$ cat config.mk
export PLATFORM = sky130hd
export DESIGN_NAME = fb_port_arbiter
export DESIGN_NICKNAME = d
export VERILOG_FILES = /design/src/rtl/fb_port_arbiter.sv
export SDC_FILE = /design/constraint.sdc
export NUM_CORES = 1
export LEC_CHECK = 0
export BUFFER_PORTS_ARGS = -buffer_cell sky130_fd_sc_hd__buf_4
export CORE_UTILIZATION = 51
export CTS_CLUSTER_DIAMETER = 50
export DETAILED_ROUTE_END_ITERATION = 16
export PLACE_DENSITY = 0.75
export SLEW_MARGIN = 20
export SYNTH_ARGS = -nofsm -noshare
export SYNTH_HDL_FRONTEND = slang
export SYNTH_SLANG_ARGS = --single-unit
export TNS_END_PERCENT = 100
$ cat constraint.sdc
create_clock -name clock_in -period 2.2 [get_ports clock_in]
set_input_delay 0.33 -clock clock_in [delete_from_list [all_inputs] [get_ports clock_in]]
set_output_delay 0.33 -clock clock_in [all_outputs]
set_load 0.01 [all_outputs]
$ cat src/rtl/fb_port_arbiter.sv
`default_nettype none
// ============================================================================
//  Module      : fb_port_arbiter
//  Description : Shares the single port of the 8-bit frame-buffer RAM between
//                the display scan reader and the DVI capture writer. Reads
//                take the port every cycle they are requested. Writes wait in
//                a small FIFO and drain into idle cycles. A clear sequencer
//                can blank the whole buffer, using slots left by both.
//  Revision    : 1.0 - initial release
// ============================================================================
module fb_port_arbiter #(
  parameter logic [14:0] FB_SIZE    = 15'd19200,
  parameter int          WBUF_DEPTH = 4,
  parameter logic [7:0]  CLEAR_VAL  = 8'h00
) (
  input  logic        clock_in,
  input  logic        reset_n,
  // display read side
  input  logic        rd_req,
  input  logic [14:0] rd_addr,
  output logic [7:0]  rd_data,
  output logic        rd_valid,
  // capture write side
  input  logic        wr_valid,
  input  logic [14:0] wr_addr,
  input  logic [7:0]  wr_data,
  output logic        wr_ready,
  // clear control and status
  input  logic        clr_start,
  output logic        clr_busy,
  output logic        wr_oob,
  // RAM port
  output logic [14:0] ram_addr,
  output logic [7:0]  ram_wdata,
  output logic        ram_we,
  input  logic [7:0]  ram_rdata
);

  // --------------------------------------------------------------------------
  // Local constants
  // --------------------------------------------------------------------------
  localparam int          AW          = (WBUF_DEPTH > 1) ? $clog2(WBUF_DEPTH) : 1;
  localparam logic [AW:0] C_DEPTH     = (AW+1)'(WBUF_DEPTH);
  localparam logic [AW:0] C_CNT_ONE   = (AW+1)'(1);
  localparam logic [AW:0] C_CNT_ZERO  = '0;
  localparam logic [AW-1:0] C_PTR_ONE = AW'(1);
  localparam logic [14:0] C_LAST_ADDR = FB_SIZE - 15'd1;

  // Sequencer states
  localparam logic [1:0] S_IDLE  = 2'd0;
  localparam logic [1:0] S_CLEAR = 2'd1;
  localparam logic [1:0] S_DONE  = 2'd2;

  // --------------------------------------------------------------------------
  // State
  // --------------------------------------------------------------------------
  logic [1:0]    state_q,     state_d;
  logic [14:0]   clr_cnt_q,   clr_cnt_d;

  logic [AW-1:0] wptr_q,      wptr_d;
  logic [AW-1:0] rptr_q,      rptr_d;
  logic [AW:0]   count_q,     count_d;
  logic [14:0]   buf_addr_q [WBUF_DEPTH];
  logic [7:0]    buf_data_q [WBUF_DEPTH];

  logic [14:0]   ram_addr_q,  ram_addr_d;
  logic [7:0]    ram_wdata_q, ram_wdata_d;
  logic          ram_we_q,    ram_we_d;
  logic          wr_oob_q,    wr_oob_d;

  // Read pipeline: stage 1 marks "address presented to RAM", stage 2 marks
  // "RAM data now on ram_rdata".
  logic          rd_s1_q;
  logic          rd_valid_q;

  // --------------------------------------------------------------------------
  // Combinational status and grants
  // --------------------------------------------------------------------------
  logic          buf_empty;
  logic          buf_full;
  logic          push;
  logic          pop;
  logic          gnt_rd;
  logic          gnt_buf;
  logic          gnt_clr;
  logic [14:0]   head_addr;
  logic [7:0]    head_data;
  logic          head_in_range;

  assign buf_empty     = (count_q == C_CNT_ZERO);
  assign buf_full      = (count_q == C_DEPTH);
  assign wr_ready      = !buf_full && (state_q == S_IDLE);
  assign push          = wr_valid && wr_ready;

  // Fixed priority: display read, then buffered write, then clear write.
  assign gnt_rd        = rd_req;
  assign gnt_buf       = !rd_req && !buf_empty;
  assign gnt_clr       = !rd_req && buf_empty && (state_q == S_CLEAR);
  assign pop           = gnt_buf;

  assign head_addr     = buf_addr_q[rptr_q];
  assign head_data     = buf_data_q[rptr_q];
  assign head_in_range = (head_addr < FB_SIZE);

  // --------------------------------------------------------------------------
  // Outputs
  // --------------------------------------------------------------------------
  assign ram_addr  = ram_addr_q;
  assign ram_wdata = ram_wdata_q;
  assign ram_we    = ram_we_q;
  assign rd_valid  = rd_valid_q;
  assign rd_data   = ram_rdata;
  assign wr_oob    = wr_oob_q;
  // DONE deliberately reports not-busy for its single cycle.
  assign clr_busy  = (state_q == S_CLEAR);

  // --------------------------------------------------------------------------
  // Write buffer bookkeeping: pointers and occupancy.
  // Push while full cannot happen because wr_ready is low when full.
  // --------------------------------------------------------------------------
  // Next-state for FIFO pointers and occupancy count
  always_comb begin
    wptr_d  = wptr_q;
    rptr_d  = rptr_q;
    count_d = count_q;
    if (push) begin
      wptr_d = wptr_q + C_PTR_ONE;
    end
    if (pop) begin
      rptr_d = rptr_q + C_PTR_ONE;
    end
    unique case ({push, pop})
      2'b10:   count_d = count_q + C_CNT_ONE;
      2'b01:   count_d = count_q - C_CNT_ONE;
      default: count_d = count_q;
    endcase
  end

  // FIFO storage; contents need no reset because occupancy gates every read
  always_ff @(posedge clock_in) begin
    if (push) begin
      buf_addr_q[wptr_q] <= wr_addr;
      buf_data_q[wptr_q] <= wr_data;
    end
  end

  // --------------------------------------------------------------------------
  // RAM port driver. Address and write data hold when nobody is granted, so
  // an idle cycle simply re-reads the last address with the write disabled.
  // --------------------------------------------------------------------------
  // Next-state for registered RAM port and the sticky out-of-range flag
  always_comb begin
    ram_addr_d  = ram_addr_q;
    ram_wdata_d = ram_wdata_q;
    ram_we_d    = 1'b0;
    wr_oob_d    = wr_oob_q;
    if (gnt_rd) begin
      ram_addr_d = rd_addr;
    end else if (gnt_buf) begin
      if (head_in_range) begin
        ram_addr_d  = head_addr;
        ram_wdata_d = head_data;
        ram_we_d    = 1'b1;
      end else begin
        // Entry is dropped; the slot is consumed but the RAM is untouched.
        wr_oob_d = 1'b1;
      end
    end else if (gnt_clr) begin
      ram_addr_d  = clr_cnt_q;
      ram_wdata_d = CLEAR_VAL;
      ram_we_d    = 1'b1;
    end
  end

  // --------------------------------------------------------------------------
  // Clear sequencer. The counter only advances on a granted clear write and
  // stops at the last valid address, so every byte is written exactly once.
  // --------------------------------------------------------------------------
  // Next-state for the clear sequencer and its address counter
  always_comb begin
    state_d   = state_q;
    clr_cnt_d = clr_cnt_q;
    unique case (state_q)
      S_IDLE: begin
        if (clr_start) begin
          state_d   = S_CLEAR;
          clr_cnt_d = 15'd0;
        end
      end
      S_CLEAR: begin
        if (gnt_clr) begin
          if (clr_cnt_q == C_LAST_ADDR) begin
            state_d = S_DONE;
          end else begin
            clr_cnt_d = clr_cnt_q + 15'd1;
          end
        end
      end
      S_DONE: begin
        state_d = S_IDLE;
      end
      default: begin
        state_d = S_IDLE;
      end
    endcase
  end

  // --------------------------------------------------------------------------
  // Registers with asynchronous active-low reset. A reset mid-clear abandons
  // the sequence and any buffered writes.
  // --------------------------------------------------------------------------
  // Control, pointer and RAM-port registers
  always_ff @(posedge clock_in or negedge reset_n) begin
    if (!reset_n) begin
      state_q     <= S_IDLE;
      clr_cnt_q   <= 15'd0;
      wptr_q      <= '0;
      rptr_q      <= '0;
      count_q     <= '0;
      ram_addr_q  <= 15'd0;
      ram_wdata_q <= 8'h00;
      ram_we_q    <= 1'b0;
      wr_oob_q    <= 1'b0;
      rd_s1_q     <= 1'b0;
      rd_valid_q  <= 1'b0;
    end else begin
      state_q     <= state_d;
      clr_cnt_q   <= clr_cnt_d;
      wptr_q      <= wptr_d;
      rptr_q      <= rptr_d;
      count_q     <= count_d;
      ram_addr_q  <= ram_addr_d;
      ram_wdata_q <= ram_wdata_d;
      ram_we_q    <= ram_we_d;
      wr_oob_q    <= wr_oob_d;
      rd_s1_q     <= gnt_rd;
      rd_valid_q  <= rd_s1_q;
    end
  end

endmodule
`default_nettype wire

==> impl_metrics.ini <==
[status]
status = finished, final reports clean

[die]
start_util_pct = 52.1
fp.dieH_microns = 110
row_count = 39
die_width_microns = 110
dieArea_sq_um = 12100
io_pins = 87
core_area_sq_um = 11400

[global_routing]
grt_pass1_vias = 3445
grt_usage_pct = 21.5
grt_max_degree = 52
antenna_found_initial = 0
grt_pass1_wl_microns = 18400
gr-total-overflow = 0

[detailed_routing]
drc = 0
antenna_left = 0
dr.pass1.iters = 8
drt_wl_total_microns = 11800
drt_iter0_drc = 342
routedWlPerCell_microns = 19.5
vias = 3385
via_per_inst = 5.61

[critical_path]
crit_type = reg2reg
cp_cell_sequence = buf_12 -> mux4_2 -> a21o_1 -> a21boi_4 -> o22ai_4 -> buf_4 -> mux2i_1
arrival_ns = 2.40
reg2reg_depth = 7
reg2reg_to = ram_addr[10]
critPathMaxFanout = 14
critPathRequiredTime_ns = 2.48
end_kind = flop
reg2reg_from = rptr_q[0]
cp_top_family = multiplexers
critical_path.slowest_cell = mux4_2
crit_path_max_incr_delay_ns = 0.51
critical_path_buf_inv_count = 2
reg2reg_slack_ns = 0.08
cp-start-kind = flop

[layout]
finalNonFillerCells = 603
layout-drive-gt1-share_pct = 34.3
antenna_cells = 0
nNetsFinal = 505
synthToLayoutAreaGrowth_pct = 23.3
fin_area_sq_um = 7340
nFillCells = 825

[synth]
synthCells = 361
yosys.area.top_type = edfxtp_1
netlist_top_cells_area = edfxtp_1 46%, dfrtp_1 21%, mux4_2 8.7%
yosysSeqAreaShare_pct = 67.9
postSynthAreaPerCell_sq_um = 16.5
synth_top_area_share_pct = 46.4
synth_edf_count = 92
synth_area_sq_um = 5950
yosysMostFrequentCell = edfxtp_1
async_flop_share_pct = 35.7
ys_ff_latch = 143
synth_common_cells = 92 x edfxtp_1, 51 x dfrtp_1, 23 x inv_1, 23 x mux4_2, 17 x nor2_1
syn_nets = 419
yosys_warnings = 0
synth_cell_types = 48
synthFlopType = edfxtp_1

[placed_design]
place_ws_ns = -0.0158
dp.cells = 569
placed_area_sq_um = 6730
gp_congestion = 0.799
portBuffers = 70
dp_hpwl_microns = 7710

[job]
drv_cap = 0

[power]
p_leak_nw = 2.82
power_frac_comb_pct = 29.7
finalPower_w = 0.00925
p_sw_share_pct = 30.4
seqPwrFrac_pct = 39.8
vdd.ir_drop.worst_v = 0.000945
switchingPower_w = 0.00282
p_clk_share_pct = 30.5
p_per_area_nw_per_um2 = 1260
p_int_w = 0.00644

[sta]
fmax_ghz = 0.472
finalSetupTns_ns = 0
clock_skew_ns = 0.00853
rsz0062_at_grt = false
hold_violations = 0
setup_viol = 0
slew_headroom_pct = 55.6
layout_min_cycle_time_ns = 2.12
layout_setup_ws_ns = 0.0836
worst_slew_pin_slew_ns = 0.666
drv_slew = 0
period_share_pct = 96.2

[clock_tree]
clkSinkCount = 143
clockRootBuffer = clkbuf_16
clk_latency_ns = 0.42
clockBufferDepth = 2
clkTransAtPathRegs_ns = 0.06
cts_tree = built
htreeDepth = 4
cts-buffers-inserted = 17

[worst_hold_path]
holdPathEnd = buf_addr_q[2][9]
min_from = wr_addr[9]
hold_path_class = in2reg
holdPathStages = 1
-- sequential cells by signal, indices dropped and copies added, names as in the netlist --
register	count
buf_addr_q	60
wr_oob	1
wptr_q	2
clr_cnt_q	15
count_q	3
buf_data_q	32
rptr_q	2
state_q	2
ram_addr	15
ram_we	1
rd_valid	1
rd_s1_q	1
ram_wdata	8
-- final cells by class --
cell class / count / area (sq um) / area share (%)
Sequential cell: 143 / 4040 / 55.1
Timing Repair Buffer: 89 / 746 / 10.2
Clock buffer: 18 / 429 / 5.85
Multi-Input combinational cell: 173 / 1700 / 23.2
Clock inverter: 14 / 158 / 2.15
Inverter: 23 / 86.3 / 1.18
Tap cell: 143 / 179 / 2.44
-- power by group through the flow --
stage	clock network [W]	registers, W	logic, W
5_1_grt	0.00298	0.00374	0.00301
3_5_place_dp	0	0.00372	0.00274
3_3_place_gp	0	0.00370	0.00266
4_1_cts	0.00285	0.00368	0.00275
6_report	0.00282	0.00368	0.00275
2_1_floorplan	0	0.00373	0.00169
-- cell families after synthesis --
kind of cell	Yosys count	synth area share, %
fa+ha+maj	7	1.60
compound gates	37	5.61
flops	143	67.9
xor+xnor	19	2.80
simple gates	71	6.90
buf+inv	45	3.81
mux	39	11.4
-- placed cells by master, fill, tap and decap left out, types with 6 or more instances in the layout --
cell type and n:
nor2_1 16, a22o_1 8, inv_1 22, buf_12 6, dfrtp_1 49, mux4_2 23
buf_4 82, mux2i_1 15, nor3_1 6, nand2_1 8, ha_1 6, xnor2_1 15
edfxtp_1 92, clkbuf_16 17, a222oi_1 14
-- per-stage QoR --
| stage | util (%) | hold slack (ns) |
|---|---|---|
| after floorplan | - | 0.0344 |
| after global routing | 64.3 | 0.0959 |
| after detailed placement | 58.9 | 0.338 |
| after global placement | 58.9 | 0.335 |
| after CTS | 64.2 | 0.0995 |
| final | 64.3 | 0.107 |
-- timing repair --
item / 4_1_cts / 5_1_grt
gates resized for setup: 1 / 6
setup endpoints to repair: 8 / 24
hold endpoints to repair: 51 / 0
hold buffers: 1 / 0
setup buffers: 0 / 1
-- metal layers --
metal  vias up  part of all wire, %  routed length [microns]  global-route usage [%]
met5         -                    0                        0                       0
met4         0                  1.0                      122                    7.14
met3        15                  5.7                      674                    6.58
met2       107                   48                     5700                    34.7
met1      1700                   45                     5280                    28.0
li1       1563                    -                        -                       -
-- worst reg2reg max path, stage by stage (launching register included) --
cell      delay (ns)
dfrtp_2         0.42
buf_12          0.13
mux4_2          0.51
a21o_1          0.24
a21boi_4        0.21
o22ai_4         0.10
buf_4           0.22
mux2i_1         0.15
-- worst max path at each step --
stage	from	cells past startpoint	end	slack, ns
2_1_floorplan	count_q[2]	9	count_q[2]	0.009
3_3_place_gp	rptr_q[0]	6	ram_wdata[0]	0.11
3_5_place_dp	rptr_q[0]	6	ram_wdata[1]	-0.02
4_1_cts	rptr_q[0]	6	ram_wdata[2]	0.01
5_1_grt	rptr_q[0]	7	ram_addr[10]	0.001
6_report	rptr_q[0]	7	ram_addr[10]	0.08
No activity file was read; power rests on OpenSTA's default activity.
